`config.mk`:
```
export PLATFORM = sky130hd
export DESIGN_NAME = logic_reg_pipe
export DESIGN_NICKNAME = d
export VERILOG_FILES = /design/src/rtl/logic_reg_pipe.sv
export SDC_FILE = /design/constraint.sdc
export NUM_CORES = 1
export LEC_CHECK = 0
export CORE_MARGIN = 4
export CORE_UTILIZATION = 50
export CTS_CLUSTER_DIAMETER = 150
export DETAILED_ROUTE_END_ITERATION = 7
export PLACE_DENSITY = 0.8
export SETUP_SLACK_MARGIN = 0.3
export SYNTH_ARGS = -nofsm -noshare
export SYNTH_HDL_FRONTEND = slang
export SYNTH_SLANG_ARGS = --single-unit
```
`constraint.sdc`:
```
create_clock -name CLK -period 1.6 [get_ports CLK]
set_input_delay 0.24 -clock CLK [delete_from_list [all_inputs] [get_ports CLK]]
set_output_delay 0.24 -clock CLK [all_outputs]
set_load 0.005 [all_outputs]
```
`src/rtl/logic_reg_pipe.sv`:
```
// Runtime-selectable bitwise op (AND/OR/XOR/NAND) on two operands, retimed through
// a DEPTH-stage pipeline with per-stage valid bits, stall, flush and occupancy count.
module logic_reg_pipe #(
    parameter int  WIDTH = 8,
    parameter int  DEPTH = 3,
    localparam int CNTW  = $clog2(DEPTH + 1)
) (
    input  logic             CLK,
    input  logic             RST_N,
    input  logic [WIDTH-1:0] A,
    input  logic [WIDTH-1:0] B,
    input  logic [1:0]       OP,
    input  logic             IN_VALID,
    input  logic             EN,
    input  logic             FLUSH,
    output logic [WIDTH-1:0] R,
    output logic [WIDTH-1:0] Q,
    output logic             OUT_VALID,
    output logic [CNTW-1:0]  COUNT
);

    logic [WIDTH-1:0] data_q [DEPTH];
    logic [WIDTH-1:0] data_d [DEPTH];
    logic [DEPTH-1:0] valid_q;
    logic [DEPTH-1:0] valid_d;
    logic [CNTW-1:0]  count_q;
    logic [CNTW-1:0]  count_d;

    always_comb begin
        case (OP)
            2'b00:   R = A & B;
            2'b01:   R = A | B;
            2'b10:   R = A ^ B;
            default: R = ~(A & B);
        endcase
    end

    // Flush drops only the valid bits; data stays put whatever EN says.
    always_comb begin
        data_d  = data_q;
        valid_d = valid_q;
        count_d = count_q;
        if (FLUSH) begin
            valid_d = '0;
            count_d = '0;
        end else if (EN) begin
            data_d[0]  = R;
            valid_d[0] = IN_VALID;
            for (int k = 1; k < DEPTH; k++) begin
                data_d[k]  = data_q[k-1];
                valid_d[k] = valid_q[k-1];
            end
            count_d = count_q + CNTW'(IN_VALID) - CNTW'(valid_q[DEPTH-1]);
        end
    end

    always_ff @(posedge CLK) begin
        if (!RST_N) begin
            for (int k = 0; k < DEPTH; k++) begin
                data_q[k] <= '0;
            end
            valid_q <= '0;
            count_q <= '0;
        end else begin
            data_q  <= data_d;
            valid_q <= valid_d;
            count_q <= count_d;
        end
    end

    assign Q         = data_q[DEPTH-1];
    assign OUT_VALID = valid_q[DEPTH-1];
    assign COUNT     = count_q;

endmodule

```
==> impl_results.md, run 1 <==
- Initial antenna violation count: 0
- Routed Antenna Nets: 0
- Post-synthesis adder-cell area fraction: 12.67%
- Net Sw Power: 0.5415 mW
- Cell Area, Synth: 1778 um2
- Synth Instances: 216
- Final hold viol count: 0
- CTS buffer count: 5
- Synth cell types: 31
- Reg power frac: 42.2%
- Total track usage: 21.39%
- CTS H-tree depth: 2
- Final Non-Filler Cells: 350
- Portion of netlist area occupied by mux cells: 2.252%
- WL final: 6.704 mm
- Seq/Total Area, Yosys: 32.65%
- Crit path to: COUNT[1]
- Via-to-Cell Ratio: 5.811
- R2R Path End: COUNT[1]
- Async SR Flop Fraction: 0%
- Ant diodes: 0
- Grt ovf: 0
- Worst-margin pin slew: 0.3925 ns
- Die Y: 67.63 um
- Drt drc: 0
- Synth Register Bits: 29
- Clock sinks: 29
- Status: finished clean
- Initial core utilization: 52.45%
- CTS root buffer: clkbuf_4
- Drt initial violations: 176
- Vias in the first global route: 1690
- Fraction of layout cells with a size suffix above 1: 50.99%
- Simple-gate share of the synthesized area: 18.23%
- Synthesized Nets: 257
- CP Data Arrival Time: 1.72 ns
- Min-delay worst type: in2reg
- CTS max path bufs: 2
- WL/cell: 19.15 um
- Reg2Reg Setup Slack: 0.13 ns
- Xor/xnor cell area share of the yosys netlist: 0.4926%
- Slew HR: 73.56%
- Setup crit start: COUNT[0]
- Final min period: 1.469 ns
- Max-cap violations: 0
- Gpl congestion: 0.7249
- Compound-Gate Fraction of Synth Area: 20.90%
- Ys Warns: 0
- Unrepaired setup endpoints after global routing: true
- Share of power burned in the clock network: 23.3%
- Layout area overhead: 67.00%
- Ys flop type: dfxtp_1
- Tcrit/Tclk final: 91.83%
- Core footprint: 3390 um2
- Site Rows: 21
- Max-slew violations: 0
- Die area: 4574 um2
- Leakage: 1.325 nW
- Largest net degree at the start of global routing: 27
- DPL Wire Length: 2.485 mm
- Placed cells: 306
- Peak VDD IR: 0.2772 mV
- CTS tree: done
- Reg2reg path depth: 7
- Commonest non-fill, non-tap cell in the layout: buf_4
- Final core utilization: 87.60%
- Die width: 67.63 um
- Sw Ratio: 30.14%
- Power density cells: 605.1 nW/um2
- Clock network latency to the later pin of the worst-skew pair: 0.33 ns
- # nets final: 344
- Largest family of logic cells by synthesized area: compound AO/OA/AOI/OAI gates
- Final Power: 1.797 mW
- Int Power: 1.255 mW
- Achievable clock frequency: 680.6 MHz
- Commonest cells after routing, fill and taps aside: buf_4, nand2_1, dfxtp_1, buf_6, ha_4
- Setup Skew: 0.008950 ns
- 1st-pass router iterations: 6
- Synthesized area per cell: 8.231 um2
- Crit-path max FO: 3
- IO Count: 42
- Post-synth EDFFs: 0
- Worst R2R Start: COUNT[0]
- CP required: 1.85 ns
- Setup ws final: 0.1307 ns
- Clk slew on worst S/H paths: 0.09 ns
- First-pass GRT wire length: 7.314 mm
- Via count: 2034
- I/O Buffers: 41
- Critical path launch point type: flip-flop
- Combinational power share: 34.5%
- Final setup viols: 0
- CP endpoint kind: flip-flop
- Post-Place Worst Slack: -0.6387 ns
- Crit Path Class: reg2reg
## logic make-up (layout without fill, tap and decap cells)
| logic type | count (synthesis) | after routing |
|---|---|---|
| AO/OA/AOI/OAI | 51 | 51 |
| XOR/XNOR | 1 | 1 |
| adder cells (fa/ha/maj) | 18 | 18 |
| buffers and inverters | 42 | 130 |
| flip-flops | 29 | 29 |
| multiplexers | 4 | 4 |
| AND/OR/NAND/NOR | 71 | 71 |
## stage by stage
step	hold WS (ns)	setup TNS [ns]	area, um2
finish	0.4311	0	2969
global placement	0.4365	-4.547	2301
detailed placement	0.4428	-4.768	2301
floorplan	0.3783	0	1782
CTS	0.3640	0	2693
global route	0.4365	0	2969
## layer usage
layer  track usage, %  share of wire, %  wire length (um)
met5                0                 0                 0
met2            36.94                49              3286
met4            10.63               6.2               416
met1            25.05                36              2433
met3            3.993               8.5               567
## power groups by stage
stage	Sequential [mW]	Clock, mW	Combinational, mW
finish	0.758	0.419	0.619
global route	0.760	0.465	0.650
CTS	0.755	0.423	0.460
detailed placement	0.771	0	0.368
global placement	0.770	0	0.359
floorplan	0.769	0	0.184
## sequential cells by signal (all words and copies together), names as in the netlist
| signal | cells |
|---|---|
| data_q | 16 |
| COUNT | 2 |
| Q | 8 |
| valid_q | 3 |
## worst max-delay path: stages (launching register included)
cell	delay (ns)
dfxtp_2	0.37
inv_2	0.05
ha_4	0.25
inv_2	0.03
ha_4	0.15
xnor2_2	0.12
or3_1	0.30
a21oi_1	0.12
## synthesized netlist by cell type (all sizes together), types with 3 or more instances
cell / count / share of area, %
nor2b: 14 / 4.9
a21oi: 4 / 1.1
inv: 23 / 5.0
a21boi: 16 / 6.8
o21ai: 11 / 3.1
a211oi: 4 / 1.7
nand2b: 4 / 1.4
a211o: 3 / 1.5
ha: 18 / 13
a31oi: 3 / 1.1
dfxtp: 29 / 33
nand2: 40 / 8.4
a41oi: 3 / 2.3
mux2i: 4 / 2.3
nand3: 5 / 1.4
nor2: 6 / 1.3
buf: 17 / 7.4
## how the worst min path moves through the flow
stage               start         end  cells after the start
2_1_floorplan       RST_N  data_q[23]                      2
3_3_place_gp   data_q[21]  data_q[13]                      2
3_5_place_dp   data_q[19]  data_q[11]                      2
4_1_cts              B[3]  data_q[19]                      5
5_1_grt              B[5]  data_q[21]                      4
6_report             B[5]  data_q[21]                      4
## layout make-up
type | instances | area (um2)
fillers | 149 | 420.4
inverters | 23 | 101.3
repair buffers | 99 | 899.6
well taps | 46 | 57.56
clock buffers | 8 | 48.80
multi-input cells | 145 | 1269
flip-flops and latches | 29 | 593.1
## what timing repair did
action / in CTS / in global routing
pin swaps: 26 / 27
hold buffers: 0 / 0
cloned: 3 / 0
endpoints found under the setup margin: 25 / 12
setup buffers: 28 / 5
hold endpoints to repair: 0 / 0
gates resized for setup: 174 / 56
Note: power is estimated with default switching activity, not from simulation.
==> run 2: changes to the inputs <==
- REMOVE_ABC_BUFFERS: unset -> 1
==> impl_results.md, run 2 (same netlist as run 1, synthesis figures left out) <==
- Design area: 3085 um2 (was 2969 um2)
- CP Data Arrival Time: 1.92 ns (was 1.72 ns)
- Total track usage: 23.41% (was 21.39%)
- Commonest cells after routing, fill and taps aside: buf_4, nand2_1, dfxtp_1, buf_6, ha_4 (unchanged)
- Setup ws final: -0.05100 ns (was 0.1307 ns)
- Most used cell, CP: buf_6
- 1st-pass router iterations: 7 (was 6)
- Setup TNS Final: -0.05100 ns (was 0 ns)
- Via count: 2136 (was 2034)
- Tcrit/Tclk final: 103.2% (was 91.83%)
- Multi-input gate area: 1287 um2 (was 1269 um2)
- Final setup viols: 1 (was 0)
- Layout area overhead: 73.54% (was 67.00%)
- Largest reg by FF count: data_q (unchanged)
- Max-slew violations: 0 (unchanged)
- CTS Hold Bufs: 0 (unchanged)
- Critical Path Max Stage Delay: 0.24 ns (was 0.37 ns)
- Status: complete, but fails checks (was finished clean)
- Fraction of layout cells with a size suffix above 1: 52.73% (was 50.99%)
- Max FFs per register: 16 (unchanged)
- Clk slew on worst S/H paths: 0.10 ns (was 0.09 ns)
- Core footprint: 3390 um2 (unchanged)
- Initial core utilization: 52.45% (unchanged)
- Worst R2R Start: COUNT[0] (unchanged)
- Post-Place Worst Slack: -0.6661 ns (was -0.6387 ns)
- CTS H-tree depth: 2 (unchanged)
- Peak VDD IR: 0.3095 mV (was 0.2772 mV)
- Failing checks: setup timing
- Placed instance area: 2305 um2 (was 2301 um2)
- Leakage: 1.380 nW (was 1.325 nW)
- WL/cell: 21.80 um (was 19.15 um)
- Die Y: 67.63 um (unchanged)
- Hold Startpoint: Q[7] (was B[5])
- Via-to-Cell Ratio: 5.983 (was 5.811)
- First-pass GRT wire length: 7.948 mm (was 7.314 mm)
- Unrepaired setup endpoints after global routing: true (unchanged)
- Crit-path max FO: 2 (was 3)
- Clock network latency to the later pin of the worst-skew pair: 0.36 ns (was 0.33 ns)
- DPL Wire Length: 2.591 mm (was 2.485 mm)
- CTS buffer count: 5 (unchanged)
- Final hold viol count: 0 (unchanged)
- CTS root buffer: clkbuf_4 (unchanged)
- Final hold slack: 0.4519 ns (was 0.4311 ns)
- I/O Buffers: 41 (unchanged)
- Met2 Routed Length: 3.663 mm (was 3.286 mm)
- Grt ovf: 0 (unchanged)
- Drt initial violations: 235 (was 176)
- Final Power: 1.977 mW (was 1.797 mW)
- Sequential cell area: 593.1 um2 (unchanged)
- Filler cells: 124 (was 149)
- Setup Skew: 0.01324 ns (was 0.008950 ns)
- Die width: 67.63 um (unchanged)
- CP max stage cell: ha_4 (was dfxtp_2)
- Vias in the first global route: 1781 (was 1690)
- Slew HR: 80.92% (was 73.56%)
- Setup crit start: B[7] (was COUNT[0])
- CTS max path bufs: 2 (unchanged)
- Met3 WL: 709 um (was 567 um)
- Top routing layer in use: met4 (unchanged)
- Wire length on met1: 2.868 mm (was 2.433 mm)
- CTS tree: done (unchanged)
- Initial antenna violation count: 0 (unchanged)
- Drt drc: 0 (unchanged)
- Worst-margin pin slew: 0.2832 ns (was 0.3925 ns)
- Crit-path cells: buf_8 -> inv_4 -> ha_4 -> nor2b_4 -> o21ai_2 -> buf_4 -> buf_6 -> buf_6 -> buf_6 -> buf_6 -> buf_6 -> buf_6 -> buf_6 -> a31oi_1 (was inv_2 -> ha_4 -> inv_2 -> ha_4 -> xnor2_2 -> or3_1 -> a21oi_1)
- Commonest non-fill, non-tap cell in the layout: buf_4 (unchanged)
- Min-delay worst type: reg2reg (was in2reg)
- Power density cells: 640.8 nW/um2 (was 605.1 nW/um2)
- Gpl congestion: 0.7391 (was 0.7249)
- Crit Path Class: in2reg (was reg2reg)
- Max-cap violations: 0 (unchanged)
- Routed Antenna Nets: 0 (unchanged)
- Site Rows: 21 (unchanged)
- Final min period: 1.651 ns (was 1.469 ns)
- Ant diodes: 0 (unchanged)
- Die area: 4574 um2 (unchanged)
- Largest net degree at the start of global routing: 30 (was 27)
- CP required: 1.86 ns (was 1.85 ns)
- IO Count: 42 (unchanged)
- Critical path launch point type: primary input (was flip-flop)
- # nets final: 351 (was 344)
- WL final: 7.783 mm (was 6.704 mm)
- Clock sinks: 29 (unchanged)
- CP endpoint kind: flip-flop (unchanged)
- Achievable clock frequency: 605.7 MHz (was 680.6 MHz)
[run 2: cell count changes in the layout (fill, tap and decap cells not counted), sizes merged]
cell / previous run / this run
clkbuf: 8 / 9
clkinv: 0 / 1
dlymetal6s2s: 1 / 0
buf: 84 / 89
dlygate4sd2: 10 / 11
[run 2: repair_timing]
action,in CTS,in global routing
buffers inserted,27,13
cloned,1,1
pin swaps,26,30
setup endpoints to repair,24,12
resized for setup,182,62
[run 2: metrics by stage]
| stage | util [%] | instances |
|---|---|---|
| 5_1_grt | 91.03 | 357 |
| 3_3_place_gp | 68.00 | 307 |
| 6_report | 91.03 | 357 |
| 4_1_cts | 80.21 | 343 |
| 2_1_floorplan | - | 197 |
| 3_5_place_dp | 68.00 | 307 |
[run 2: final timing paths]
check / to / slack, ns / depth (start not counted)
setup / recovery: data_q[23] / -0.05 / 14
hold / removal: Q[7] / 0.45 / 2
setup reg to reg: COUNT[1] / 0.11 / 7
hold reg to reg: Q[7] / 0.45 / 2
[run 2: worst max-delay path, delay by kind of cell]
kind / cells / cell delay (ns)
buffers and inverters: 10 / 0.98
AO/OA/AOI/OAI: 2 / 0.30
adder cells (fa/ha/maj): 1 / 0.24
AND/OR/NAND/NOR: 1 / 0.13
[run 2: area by class of cell]
cell class | instances | share of cell area (%)
Inverter | 23 | 3.447
Tap cell | 46 | 1.865
Multi-Input combinational cell | 145 | 41.73
Clock buffer | 7 | 2.109
Sequential cell | 29 | 19.22
Clock inverter | 1 | 0.1622
Timing Repair Buffer | 106 | 31.47
[run 2: metal layers]
metal  vias up  GRT usage, %
li1        900             -
met1       982         24.37
met2       192         42.16
met3        62         5.324
met4         0         14.18
met5         -             0
[run 2: power breakdown]
| part | internal (mW) | switching (mW) | total [mW] |
|---|---|---|---|
| sequential | 0.744 | 0.0155 | 0.760 |
| clock | 0.254 | 0.290 | 0.545 |
| combinational | 0.361 | 0.311 | 0.673 |
==> run 3: changes to the inputs <==
- MAX_ROUTING_LAYER: unset -> met4
==> impl_results.md, run 3 (same netlist as run 1, synthesis figures left out) <==
- Status: complete, but fails checks (unchanged)
- Failing checks: setup timing (unchanged)
- DPL Wire Length: 2.591 mm (unchanged)
- First-pass GRT wire length: 7.969 mm (was 7.948 mm)
- Vias in the first global route: 1781 (unchanged)
- Crit-path cells: buf_8 -> inv_4 -> ha_4 -> nor2b_4 -> o21ai_2 -> buf_4 -> buf_6 -> buf_6 -> buf_6 -> buf_6 -> buf_6 -> buf_6 -> buf_6 -> a31oi_1 (unchanged)
- Drt drc: 0 (unchanged)
- CTS Hold Bufs: 0 (unchanged)
- Setup crit start: B[7] (unchanged)
- CP max stage cell: ha_4 (unchanged)
- Worst R2R Start: COUNT[0] (unchanged)
- Max-slew violations: 0 (unchanged)
- Final hold viol count: 0 (unchanged)
- Routed Antenna Nets: 0 (unchanged)
- Crit-path max FO: 2 (unchanged)
- Leakage: 1.380 nW (unchanged)
- IO Count: 42 (unchanged)
- Largest net degree at the start of global routing: 30 (unchanged)
- Initial antenna violation count: 0 (unchanged)
- Unrepaired setup endpoints after global routing: true (unchanged)
- Filler cells: 124 (unchanged)
- Min-delay worst type: reg2reg (unchanged)
- Die width: 67.63 um (unchanged)
- Worst path top cell family by delay: buffers and inverters (unchanged)
- Reg2Reg Setup Slack: 0.11 ns (about the same)
- Final min period: 1.640 ns (was 1.651 ns)
- Critical Path Max Stage Delay: 0.24 ns (about the same)
- WL/cell: 21.68 um (was 21.80 um)
- Core footprint: 3390 um2 (unchanged)
- Clock sinks: 29 (unchanged)
- Via count: 2104 (was 2136)
- Drt initial violations: 286 (was 235)
- Final Non-Filler Cells: 357 (unchanged)
- 1st-pass router iterations: 7 (unchanged)
- Setup Skew: 0.01129 ns (was 0.01324 ns)
- Initial core utilization: 52.45% (unchanged)
- Placed cells: 307 (unchanged)
- Peak VDD IR: 0.3084 mV (was 0.3095 mV)
- Hold endpoint: Q[7] (unchanged)
- Fraction of layout cells with a size suffix above 1: 52.73% (unchanged)
- Max-cap violations: 0 (unchanged)
- Commonest non-fill, non-tap cell in the layout: buf_4 (unchanged)
- Placed instance area: 2305 um2 (unchanged)
- Hold depth: 2 (unchanged)
- Commonest cells after routing, fill and taps aside: buf_4, nand2_1, dfxtp_1, buf_6, ha_4 (unchanged)
- Largest reg by FF count: data_q (unchanged)
- I/O Buffers: 41 (unchanged)
- Via-to-Cell Ratio: 5.894 (was 5.983)
- CTS root buffer: clkbuf_4 (unchanged)
- CTS buffer count: 5 (unchanged)
- Clock network latency to the later pin of the worst-skew pair: 0.35 ns (was 0.36 ns)
- Critical path launch point type: primary input (unchanged)
- WL final: 7.740 mm (was 7.783 mm)
- Achievable clock frequency: 609.6 MHz (was 605.7 MHz)
- Ant diodes: 0 (unchanged)
- Final setup viols: 1 (unchanged)
- Setup TNS Final: -0.04030 ns (was -0.05100 ns)
- CP endpoint kind: flip-flop (unchanged)
- Most used cell, CP: buf_6 (unchanged)
- Final hold slack: 0.4527 ns (was 0.4519 ns)
- CTS H-tree depth: 2 (unchanged)
- CTS tree: done (unchanged)
- Tcrit/Tclk final: 102.5% (was 103.2%)
- CP Data Arrival Time: 1.91 ns (was 1.92 ns)
- Design area: 3085 um2 (unchanged)
- Hold Startpoint: Q[7] (unchanged)
- Grt ovf: 0 (unchanged)
- Crit Path Class: in2reg (unchanged)
- Crit path buffers/inverters: 10 (unchanged)
- Power density cells: 638.3 nW/um2 (was 640.8 nW/um2)
- Die Y: 67.63 um (unchanged)
- Gpl congestion: 0.7482 (was 0.7391)
- R2R Path End: COUNT[1] (unchanged)
- Slew HR: 78.83% (was 80.92%)
- Worst-margin pin slew: 0.3142 ns (was 0.2832 ns)
- Site Rows: 21 (unchanged)
- Post-Place Worst Slack: -0.6661 ns (unchanged)
- CP required: 1.87 ns (was 1.86 ns)
- Layout area overhead: 73.54% (unchanged)
- Max FFs per register: 16 (unchanged)
- Final Power: 1.970 mW (was 1.977 mW)
- Reg2reg path depth: 7 (unchanged)
- Die area: 4574 um2 (unchanged)
- # nets final: 351 (unchanged)
- Final core utilization: 91.03% (unchanged)
- Setup ws final: -0.04030 ns (was -0.05100 ns)
- Total track usage: 24.11% (was 23.41%)
- Clk slew on worst S/H paths: 0.10 ns (about the same)
- CTS max path bufs: 2 (unchanged)
## run 3: how the worst max path moves through the flow
stage | cells after the start | to | slack [ns]
after floorplan | 7 | COUNT[1] | 0.15
after global placement | 7 | R[2] | -0.60
after detailed placement | 7 | R[3] | -0.67
after CTS | 14 | data_q[23] | 0.11
after global routing | 14 | data_q[23] | -0.06
final | 14 | data_q[23] | -0.04
## run 3: layout make-up
class,instances,area (um2),area share [%]
clock inverters,1,5.005,0.1622
well taps,46,57.56,1.865
repair buffers,106,970.9,31.47
clock buffers,7,65.06,2.109
inverters,23,106.4,3.447
flip-flops and latches,29,593.1,19.22
multi-input cells,145,1287,41.73
## run 3: worst min-delay path, stage by stage (launching register included)
cell      delay, ns
dfxtp_2        0.32
nand2_1        0.05
a21boi_1       0.05
## run 3: layer usage
layer	share of wire, %	global-route usage, %	vias to the layer above	wire length [um]
met5	0	-	-	0
met4	6.8	14.18	0	525
met3	9.3	4.992	61	722
met2	47	42.16	177	3657
met1	37	24.67	971	2835
li1	-	-	895	-
## run 3: repair_timing
item,CTS,global route
resized for setup,182,62
pin swaps,26,30
buffers inserted,27,13
gates cloned,1,1
setup endpoints to repair,24,12
## run 3: power by group
group,internal [mW],switching (mW)
logic,0.361,0.311
registers,0.744,0.0157
clock network,0.254,0.284
total,1.36,0.610
